`config.mk`:
```
export PLATFORM = sky130hd
export DESIGN_NAME = encoder_speed
export DESIGN_NICKNAME = d
export VERILOG_FILES = /design/src/rtl/encoder_speed.sv
export SDC_FILE = /design/constraint.sdc
export NUM_CORES = 1
export LEC_CHECK = 0
export BUFFER_PORTS_ARGS = -buffer_cell sky130_fd_sc_hd__buf_4
export CAP_MARGIN = 20
export CORE_ASPECT_RATIO = 0.7
export CORE_MARGIN = 1.5
export CORE_UTILIZATION = 45
export DETAILED_ROUTE_END_ITERATION = 8
export PLACE_DENSITY = 0.63
export RECOVER_POWER = 100
export SKIP_CTS_REPAIR_TIMING = 1
export SLEW_MARGIN = 20
export SYNTH_ARGS = -nofsm -noshare
export SYNTH_HDL_FRONTEND = slang
export SYNTH_SLANG_ARGS = --single-unit
export TNS_END_PERCENT = 5
```
`constraint.sdc`:
```
create_clock -name Clk -period 3.4 [get_ports Clk]
set_clock_uncertainty 0.05 [all_clocks]
set_input_delay 0.34 -clock Clk [delete_from_list [all_inputs] [get_ports Clk]]
set_output_delay 0.34 -clock Clk [all_outputs]
set_load 0.02 [all_outputs]
```
`src/rtl/encoder_speed.sv`:
```
// Quadrature encoder front end: x4 decode of A/B, signed step count per
// PERIOD-clock window, published as 8-bit magnitude + direction with a strobe.
module encoder_speed #(
  parameter int PERIOD = 50000,
  parameter int ACC_W  = 16
) (
  input  logic       Clk,
  input  logic       Rst_n,
  input  logic       EncA,
  input  logic       EncB,
  input  logic       Invert,
  output logic [7:0] Current,
  output logic       Dir_C,
  output logic       Valid,
  output logic       Sat,
  output logic       Err
);

  localparam int CNT_W = (PERIOD > 1) ? $clog2(PERIOD) : 1;
  localparam logic [CNT_W-1:0] LAST = CNT_W'(PERIOD - 1);
  localparam logic signed [ACC_W:0] SUM_MAX = $signed({2'b00, {(ACC_W-1){1'b1}}});
  localparam logic signed [ACC_W:0] SUM_MIN = -SUM_MAX;

  logic a_s1, a_s2, b_s1, b_s2;
  logic [1:0] prev;
  logic [1:0] cur;
  logic primed;
  logic [CNT_W-1:0] cnt;
  logic signed [ACC_W-1:0] acc;
  logic win_err;

  logic signed [1:0] raw_delta;
  logic signed [1:0] delta;
  logic illegal;
  logic signed [ACC_W:0] sum;
  logic signed [ACC_W-1:0] acc_next;
  logic signed [ACC_W-1:0] delta_ext;
  logic [ACC_W-1:0] acc_abs;
  logic acc_over;
  logic acc_pos;
  logic acc_neg;
  logic [7:0] mag;

  assign cur = {a_s2, b_s2};

  // Gray sequence 00->10->11->01->00 ({A,B}) is forward; a two-bit jump is illegal.
  always_comb begin
    raw_delta = 2'sd0;
    illegal   = 1'b0;
    if (primed) begin
      case ({prev, cur})
        4'b0010, 4'b1011, 4'b1101, 4'b0100: raw_delta = 2'sd1;
        4'b0001, 4'b0111, 4'b1110, 4'b1000: raw_delta = -2'sd1;
        4'b0011, 4'b1100, 4'b1001, 4'b0110: illegal = 1'b1;
        default: raw_delta = 2'sd0;
      endcase
    end
    delta = Invert ? -raw_delta : raw_delta;
  end

  // One extra bit of headroom so the clamp to +/-(2^(ACC_W-1)-1) never sees a wrap.
  assign sum       = {acc[ACC_W-1], acc} + {{(ACC_W-1){delta[1]}}, delta};
  assign acc_next  = (sum > SUM_MAX) ? SUM_MAX[ACC_W-1:0] :
                     (sum < SUM_MIN) ? SUM_MIN[ACC_W-1:0] : sum[ACC_W-1:0];
  assign delta_ext = {{(ACC_W-2){delta[1]}}, delta};

  assign acc_neg  = acc[ACC_W-1];
  assign acc_pos  = !acc[ACC_W-1] && (acc != '0);
  assign acc_abs  = acc_neg ? -acc : acc;
  assign acc_over = (acc_abs > ACC_W'(8'hFF));
  assign mag      = acc_over ? 8'hFF : acc_abs[7:0];

  // Valid is a one-cycle strobe with no ready: Current/Dir_C/Sat/Err are
  // updated in the same cycle and then held until the next strobe.
  always_ff @(posedge Clk or negedge Rst_n) begin
    if (!Rst_n) begin
      a_s1    <= 1'b0;
      a_s2    <= 1'b0;
      b_s1    <= 1'b0;
      b_s2    <= 1'b0;
      prev    <= 2'b00;
      primed  <= 1'b0;
      cnt     <= '0;
      acc     <= '0;
      win_err <= 1'b0;
      Current <= 8'd0;
      Dir_C   <= 1'b0;
      Valid   <= 1'b0;
      Sat     <= 1'b0;
      Err     <= 1'b0;
    end else begin
      a_s1   <= EncA;
      a_s2   <= a_s1;
      b_s1   <= EncB;
      b_s2   <= b_s1;
      prev   <= cur;
      primed <= 1'b1;
      Valid  <= 1'b0;
      if (cnt == LAST) begin
        cnt     <= '0;
        Valid   <= 1'b1;
        Current <= mag;
        Sat     <= acc_over;
        Err     <= win_err;
        if (acc_pos) begin
          Dir_C <= 1'b1;
        end else if (acc_neg) begin
          Dir_C <= 1'b0;
        end
        // The step decoded on the wrap cycle opens the next window.
        acc     <= delta_ext;
        win_err <= illegal;
      end else begin
        cnt     <= cnt + 1'b1;
        acc     <= acc_next;
        win_err <= win_err | illegal;
      end
    end
  end

endmodule
```
==> qor.yml, run 1 <==
status: "finished, violations left"
failed_checks: "max-capacitance violations, max-slew violations"
core_um2: 7352
netlist_instances: 388
timing.rr.start: "a_s2$_DFF_PN0_"
drt_iter0_drc: 303
cts_root_buf: "clkbuf_8"
crit_end: "acc[0]$_DFF_PN0_"
ys_seq_area_frac: 0.3793
synth_top_cell_by_area: "dfrtp_1"
worst_setup_path_end_kind: "flip-flop"
syn_area_per_cell_um2: 8.842
vias: 2986
synth_cell_types: 60
multi_input_area_um2: 2136
netlist.area_leader.share: 0.3793
reg2reg_setup_slack_ps: 80
remaining_drc_errors: 0
grt_max_degree: 53
hold_violations: 0
p_leak_nw: 1.731
tns_ps: 0
drv_cap: 1
grt_overflow: 0
io_pins: 17
firstDrtPassIters: 5
regArea_um2: 1301
numCtsBuffers: 5
gp_congestion: 0.9314
routed_wl_mm: 8.529
path_class: "reg2reg"
reg2reg_depth: 13
synth_nets: 412
htreeDepth: 2
drv_slew: 53
port_buffers: 16
yosysWarnings: 0
tightest_slew_ps: 2719
cts.sinks: 52
synthFlopType: "dfrtp_1"
slew_headroom: -0.8129
tritoncts: "yes"
setup_viol: 0
antenna_found_initial: 0
rr_endpoint: "acc[0]$_DFF_PN0_"
wl_per_cell_um: 16.25
synth_seq_cells: 52
rsz0062_at_grt: "true"
drive_gt1_frac: 0.1522
clockBufferDepth: 2
min_period_over_period: 0.9765
fillers: 690
num_rows: 26
worstPathRequired_ps: 3590
dp_hpwl_mm: 6.389
fin_area_um2: 3969
async_reset_ff_frac: 1.000
antenna_cells: 0
layout.nets: 450
fin_crit_ps: 3320
synth_area_leaders: "dfrtp_1, ha_1, a21oi_1, xor2_1, nand3_1"
vdd_drop_max_mv: 0.3449
hp-class: "in2reg"
dieArea_um2: 8165
place_area_um2: 3801
crit_fanout: 15
start_util: 0.4666
grt_use_total: 0.2115
grt_pass1_wl_mm: 13.60
ant_nets: 0
critical_path.startpoint: "a_s2$_DFF_PN0_"
synth-edff-count: 0
area_growth_pct: 15.68
crit_path_start_kind: "flip-flop"
grt_pass1_vias: 2634
holdWs_ps: 96.27
die_w_um: 107.4
path_clk_slew_ps: 100
syn-cell-area_um2: 3431
p_per_area_nw_per_um2: 757.2
die-height_um: 76.06
fmax_mhz: 301.2
crit_arrival_ps: 3510
clkLatencyLatePin_ps: 310
viasPerCell: 5.688
-- state kept, by name, indices dropped and copies added, names as in the netlist --
name / flops
Err: 1
Current: 8
Sat: 1
cnt: 16
primed: 1
Dir_C: 1
acc: 16
b_s2: 1
Valid: 1
prev: 2
b_s1: 1
win_err: 1
a_s2: 1
a_s1: 1
-- area by class of cell --
class	count	area share
multi-input combinational	315	0.5381
sequential	52	0.3279
timing repair buffer	42	0.06494
tap	98	0.03090
clock buffer	5	0.01734
clock inverter	3	0.01072
inverter	10	0.01009
-- metal layers --
metal,routed length (um),global-route usage
met3,628,0.04962
met2,3374,0.2777
met1,4465,0.3463
met5,0,0
met4,61,0.03947
-- power breakdown --
group | internal (W) | switching, W
registers | 0.000725 | 0.000212
clock network | 0.000218 | 0.000211
logic | 0.000712 | 0.000928
-- critical path, cell delays in order (launching register included) --
cell and delay [ps]:
dfrtp_1 440, xor2_1 190, and3_1 180, o21ai_2 200
inv_4 130, ha_1 340, buf_4 130, nand3_1 100
o211ai_4 270, mux2i_1 110, or4_4 570, a2111oi_4 200
nand4b_1 150, a31oi_1 190
-- cell families (layout without fill, tap and decap cells) --
kind of cell    Yosys count  count (layout)  synth area share
compound gates          102             102            0.1911
xor+xnor                 34              34           0.08899
fa+ha+maj                19              19           0.07148
buf+inv                  21              60           0.02626
flops                    52              52            0.3793
mux                       5               5           0.01568
other cells               1               1          0.001093
simple gates            154             154            0.2261
-- layout by cell type, fill, tap and decap left out, drive strengths merged, types with 3 or more instances in the layout --
cell type  synthesis  routed
a211oi             3       3
a21o               4       4
a21oi             39      39
a31oi              5       5
and2               3       3
and3               8       8
buf                5      24
clkbuf             6      23
dfrtp             52      52
ha                18      18
inv               10      10
mux2               3       3
nand2             30      30
nand2b             3       3
nand3             28      28
nand4              5       5
nor2              37      37
nor2b              7       7
nor3              15      15
nor4               4       4
o2111ai            3       3
o211ai             3       3
o21ai             19      19
o21bai             5       5
or2                5       5
xnor2             17      17
xor2              17      17
-- cells in the mapped netlist, types with 5 or more instances --
cell type / number
o21bai_1: 5
and3_1: 8
nand3_1: 28
a21oi_1: 39
nand4_1: 5
inv_1: 10
dfrtp_1: 52
clkbuf_1: 6
xor2_1: 17
nor3_1: 14
o21ai_0: 17
nor2_1: 37
nor2b_1: 7
ha_1: 18
nand2_1: 30
xnor2_1: 16
-- stage by stage --
stage | power (W) | std cells | setup slack [ps] | utilization
detailed placement | 0.002473 | 515 | -78.00 | 0.5170
finish | 0.003005 | 525 | 79.94 | 0.5398
CTS | 0.002913 | 523 | -119.1 | 0.5322
floorplan | 0.002001 | 388 | 53.64 | -
global placement | 0.002487 | 515 | -121.8 | 0.5170
global route | 0.003218 | 525 | -74.17 | 0.5398
-- worst min-delay path by stage --
stage | startpoint | end | slack [ps] | cells after the start
3_5_place_dp | b_s1$_DFF_PN0_ | b_s2$_DFF_PN0_ | 280 | 0
6_report | EncA | a_s1$_DFF_PN0_ | 100 | 1
2_1_floorplan | Rst_n | Current[0]$_DFFE_PN0P_ | -6 | 0
4_1_cts | Rst_n | acc[5]$_DFF_PN0_ | 20 | 1
3_3_place_gp | a_s1$_DFF_PN0_ | a_s2$_DFF_PN0_ | 290 | 0
5_1_grt | EncB | b_s1$_DFF_PN0_ | 80 | 1
Note: power is estimated with default switching activity, not from simulation.
==> inputs of run 2 (changes only) <==
- BUFFER_PORTS_ARGS: -buffer_cell sky130_fd_sc_hd__buf_4 -> not set
- DONT_BUFFER_PORTS: not set -> 1
- PLACE_DENSITY: 0.63 -> 0.61
==> run 2 against run 1 <==
  * The run now ends clean
  * Register-to-register slack is essentially flat
  * Die area is the same
  * Global-route usage shrank 0.22 points
  * Via count shrank 1.3%
  * Sequential cell count is the same
  * Maximum frequency grew 0.30%
  * Critical path depth is the same
==> qor.yml, run 2 (synthesis results as in run 1) <==
status: "finished clean"
crit_chain: "xor2_1 > and3_1 > o21ai_2 > inv_4 > ha_1 > buf_4 > nand3_1 > o211ai_2 > mux2i_1 > or4_1 > a2111oi_2 > nand4b_1 > a31oi_1"
antenna_found_initial: 0  # unchanged
die-height_um: 76.06  # unchanged
worst_setup_path_end_kind: "flip-flop"
io_pins: 17  # unchanged
antenna_cells: 0  # unchanged
design_power_total_w: 0.002984  # -0.70%
hold_violations: 0  # unchanged
worst_slack_ps: 89.72  # +9.780 ps
top_layer_used: "met4"
grt_pass1_vias: 2592  # -1.6%
grt_use_total: 0.2093  # -0.002183
dp_hpwl_mm: 6.385  # about the same
area_growth_pct: 15.10
grt_max_degree: 53  # unchanged
routed_wl_mm: 8.501  # -0.33%
hp-class: "reg2reg"
drv_slew: 0  # -100%
dp_slack_ps: -39.15  # +38.85 ps
clockBufferDepth: 2  # unchanged
crit_path_start_kind: "flip-flop"
viasPerCell: 5.713  # +0.45%
cts.sinks: 52  # unchanged
slew_headroom: 0.4142  # +1.227
fillers: 679  # -1.6%
wl_met3_um: 624  # -0.64%
vdd_drop_max_mv: 0.2998  # -13%
final_common_cell: "dfrtp_1"
crit_fanout: 15  # unchanged
cpMaxStageDelayCell: "or4_1"
htreeDepth: 2  # unchanged
start_util: 0.4666  # unchanged
vias: 2948  # -1.3%
mostFrequentLayoutCells: "dfrtp_1, nor2_1, a21oi_1, nand2_1, buf_4"
holdPathStages: 0  # -1
grt_overflow: 0  # unchanged
layout.nets: 441  # -2.0%
min_period_over_period: 0.9736  # -0.002877
multi_input_area_um2: 2111  # -1.2%
path_depth: 13  # unchanged
placed_cells: 501  # -2.7%
crit_arrival_ps: 3510  # about the same
path_class: "reg2reg"
final_cells: 516  # -1.7%
worstPathRequired_ps: 3600  # about the same
core_um2: 7352  # unchanged
path_buf_inv: 2  # unchanged
cpPeakStageDelay_ps: 570  # about the same
drv_cap: 0  # -1
tightest_slew_ps: 871.4  # -1848 ps
tritoncts: "yes"
ant_nets: 0  # unchanged
drt_iter0_drc: 205  # -32%
reg.largest.list: "acc: 16 flops, cnt: 16 flops, Current: 8 flops"
numCtsBuffers: 5  # unchanged
wl_met1_mm: 4.564  # +2.2%
dieArea_um2: 8165  # unchanged
fin_crit_ps: 3310  # -9.780 ps
p_leak_nw: 1.736  # +0.31%
p_per_area_nw_per_um2: 755.8  # -0.19%
dr_wl_met2_mm: 3.276  # -2.9%
firstDrtPassIters: 4  # -1
reg2reg_depth: 13  # unchanged
remaining_drc_errors: 0  # unchanged
path_clk_slew_ps: 100  # about the same
cts_root_buf: "clkbuf_8"
die_w_um: 107.4  # unchanged
clkLatencyLatePin_ps: 320  # about the same
crit_family: "simple AND/OR/NAND/NOR gates"
gp_congestion: 0.8972  # -3.7%
grt_pass1_wl_mm: 13.32  # -2.0%
fin_util: 0.5371  # -0.002723
drive_gt1_frac: 0.1651  # +0.01285
setup_viol: 0  # unchanged
port_buffers: 0  # -16
fmax_mhz: 302.1  # +0.30%
regArea_um2: 1304  # +0.19%
num_rows: 26  # unchanged
wl_per_cell_um: 16.47  # +1.4%
## run 2: worst paths after layout
check,startpoint,end,slack (ps)
hold reg to reg,b_s1$_DFF_PN0_,b_s2$_DFF_PN0_,310
min in group asynchronous,Rst_n,cnt[14]$_DFF_PN0_,480
hold / removal,b_s1$_DFF_PN0_,b_s2$_DFF_PN0_,310
setup / recovery,a_s2$_DFF_PN0_,acc[0]$_DFF_PN0_,90
setup reg to reg,a_s2$_DFF_PN0_,acc[0]$_DFF_PN0_,90
max in group asynchronous,Rst_n,a_s2$_DFF_PN0_,2560
## run 2: area by class of cell
class | instances | area share
multi-input combinational | 315 | 0.5345
clock buffer | 5 | 0.01743
timing repair buffer | 33 | 0.06971
clock inverter | 3 | 0.006971
sequential | 52 | 0.3302
tap | 98 | 0.03105
inverter | 10 | 0.01014
## run 2: metal layers
metal	global-route usage	vias to the layer above
met5	0	-
met4	0.02895	0
met3	0.05560	5
met2	0.2599	90
met1	0.3556	1388
li1	-	1465
## run 2: per-stage QoR
| stage | area, um^2 | hold slack [ps] | TNS [ps] |
|---|---|---|---|
| 2_1_floorplan | 3431 | -5.591 | 0 |
| 3_3_place_gp | 3696 | -4.572 | 0 |
| 3_5_place_dp | 3696 | -4.478 | -39.15 |
| 4_1_cts | 3792 | -369.6 | -66.20 |
| 5_1_grt | 3949 | 322.5 | -116.5 |
| 6_report | 3949 | 305.5 | 0 |
## run 2: worst reg2reg max path: cells and delay by family (launching register included)
family,cells,cell delay [ps]
and+or+nand+nor,4,1000
xor gates and xnor gates,1,170
DFF,1,450
muxes,1,120
buffers and inverters,2,280
adders and majority gates,1,350
AOI/OAI and AO/OA,4,840
## run 2: power breakdown
part	switching, W	leakage (nW)	internal, W
registers	0.000212	0.655	0.000725
clock network	0.000231	0.0463	0.000152
logic	0.000920	1.04	0.000744
==> inputs of run 3 (changes only) <==
- PLACE_DENSITY: 0.61 -> 0.7
==> run 3 against run 2 <==
  * The flow now finishes with violations (negative setup slack)
  * Cell count is 2.3% higher
  * Combinational power is 18% higher
  * Routed wire length is 7.6% higher
  * Worst hold slack better by 5.4 ps
  * Total power is 9.1% higher
  * Design area is 9.5% higher
  * Critical endpoint unchanged
==> qor.yml, run 3 (synthesis results as in run 1) <==
hp-class: "reg2reg"
grt_max_degree: 53  # unchanged
drt_iter0_drc: 293  # +43%
fin_util: 0.5880  # +0.05088
remaining_drc_errors: 0  # unchanged
firstDrtPassIters: 5  # +1
drive_gt1_frac: 0.2674  # +0.1024
crit_chain: "xor2_2 > nor3_2 > o21ai_4 > inv_2 > ha_2 > a21oi_4 > o211ai_2 > mux2i_1 > or4_4 > a2111oi_4 > nand4b_1 > a31oi_1"
gp_congestion: 0.9245  # +3.0%
final_cells: 528  # +2.3%
slew_headroom: 0.6210  # +0.2068
dp_hpwl_mm: 6.366  # -0.30%
crit_arrival_ps: 3600  # +90 ps
port_buffers: 0  # unchanged
path_clk_slew_ps: 90  # about the same
cpMaxStageDelayCell: "or4_4"
crit_fanout: 7  # -8
grt_pass1_vias: 2758  # +6.4%
worstPathRequired_ps: 3570  # -30 ps
min_to: "a_s2$_DFF_PN0_"
placed_cells: 498  # -0.60%
grt_use_total: 0.2116  # +0.002270
p_per_area_nw_per_um2: 753.2  # -0.33%
failed_checks: "negative setup slack"
worstHoldStart: "a_s1$_DFF_PN0_"
fmax_mhz: 291.5  # -3.5%
fillers: 611  # -10%
wl_per_cell_um: 17.33  # +5.2%
dp_slack_ps: -32.19  # +6.963 ps
start_util: 0.4666  # unchanged
layout.nets: 453  # +2.7%
clockBufferDepth: 2  # unchanged
final_common_cell: "dfrtp_1"
regArea_um2: 1304  # unchanged
numCtsBuffers: 5  # unchanged
viasPerCell: 5.949  # +4.1%
setup_viol: 1  # +1
core_um2: 7352  # unchanged
hold_violations: 0  # unchanged
grt_overflow: 0  # unchanged
die_w_um: 107.4  # unchanged
ant_nets: 0  # unchanged
drv_cap: 0  # unchanged
worst_setup_path_end_kind: "flip-flop"
crit_path_start_kind: "flip-flop"
p_leak_nw: 1.834  # +5.6%
vdd_drop_max_mv: 0.2858  # -4.7%
worst_slack_ps: -30.75  # -120.5 ps
die-height_um: 76.06  # unchanged
tns_ps: -30.75  # -30.75 ps
place_area_um2: 3674  # -0.61%
rr_endpoint: "acc[0]$_DFF_PN0_"
multi_input_area_um2: 2404  # +14%
area_growth_pct: 26.00
drv_slew: 0  # unchanged
tightest_slew_ps: 562.5  # -308.9 ps
clkLatencyLatePin_ps: 310  # about the same
num_rows: 26  # unchanged
reg2reg_setup_slack_ps: -30  # -120 ps
timing.rr.start: "prev[0]$_DFF_PN0_"
path_class: "reg2reg"
antenna_cells: 0  # unchanged
grt_pass1_wl_mm: 13.66  # +2.5%
min_period_over_period: 1.009  # +0.03543
io_pins: 17  # unchanged
reg.largest.list: "acc: 16 flops, cnt: 16 flops, Current: 8 flops"
antenna_found_initial: 0  # unchanged
mostFrequentLayoutCells: "dfrtp_1, buf_4, nor2_1, nand2_1, a21oi_1"
cpPeakStageDelay_ps: 510  # -60 ps
vias: 3141  # +6.5%
fin_crit_ps: 3431  # +120.5 ps
cts_root_buf: "clkbuf_8"
tritoncts: "yes"
critical_path.startpoint: "prev[0]$_DFF_PN0_"
htreeDepth: 2  # unchanged
rsz0062_at_grt: "true"
dieArea_um2: 8165  # unchanged
reg2reg_depth: 12  # -1
routed_wl_mm: 9.148  # +7.6%
status: "finished, violations left"
holdPathStages: 0  # unchanged
cts.sinks: 52  # unchanged
fin_area_um2: 4323  # +9.5%
[run 3: cell count changes in the layout (fill, tap and decap cells not counted), sizes merged]
cell      previous run  this run
nor2                37        38
clkinvlp             1         2
buf                 30        40
[run 3: where the power goes]
part	internal, W	switching (W)
registers	0.000725	0.000224
clock network	0.000146	0.000199
logic	0.000881	0.00108
total	0.00175	0.00150
[run 3: metal layers]
metal / part of all wire / vias up / GRT usage / routed length (um)
met1: 0.47 / 1489 / 0.3357 / 4266
li1: - / 1495 / - / -
met2: 0.43 / 141 / 0.2860 / 3928
met3: 0.091 / 16 / 0.05646 / 829
met4: 0.014 / 0 / 0.03947 / 124
met5: 0 / - / 0 / 0
[run 3: worst max-delay path by stage]
stage	to	slack, ps	cells after the start
finish	acc[0]$_DFF_PN0_	-30	12
global route	acc[0]$_DFF_PN0_	-130	13
CTS	acc[4]$_DFF_PN0_	-80	12
detailed placement	acc[4]$_DFF_PN0_	-30	12
global placement	acc[0]$_DFF_PN0_	50	13
floorplan	acc[0]$_DFF_PN0_	50	12
[run 3: stage by stage]
step                hold WS, ps  total power [W]
global placement         -4.547         0.002431
CTS                      -351.4         0.002812
floorplan                -5.591         0.002001
detailed placement       -4.504         0.002458
global route              320.5         0.003478
finish                    310.8         0.003256
[run 3: critical path: cells and delay by family, from the launching register on]
| family | cells | cell delay [ps] |
|---|---|---|
| compound gates | 5 | 990 |
| simple gates | 3 | 950 |
| flops | 1 | 450 |
| fa+ha+maj | 1 | 370 |
| xor+xnor | 1 | 210 |
| buf+inv | 1 | 190 |
| mux | 1 | 150 |
[run 3: layout make-up]
| class | instances | share of cell area |
|---|---|---|
| clock buffers | 5 | 0.01592 |
| clock inverters | 3 | 0.004920 |
| inverters | 10 | 0.008683 |
| multi-input cells | 316 | 0.5560 |
| flip-flops and latches | 52 | 0.3016 |
| well taps | 98 | 0.02836 |
| repair buffers | 43 | 0.08278 |
| repair inverters | 1 | 0.001737 |
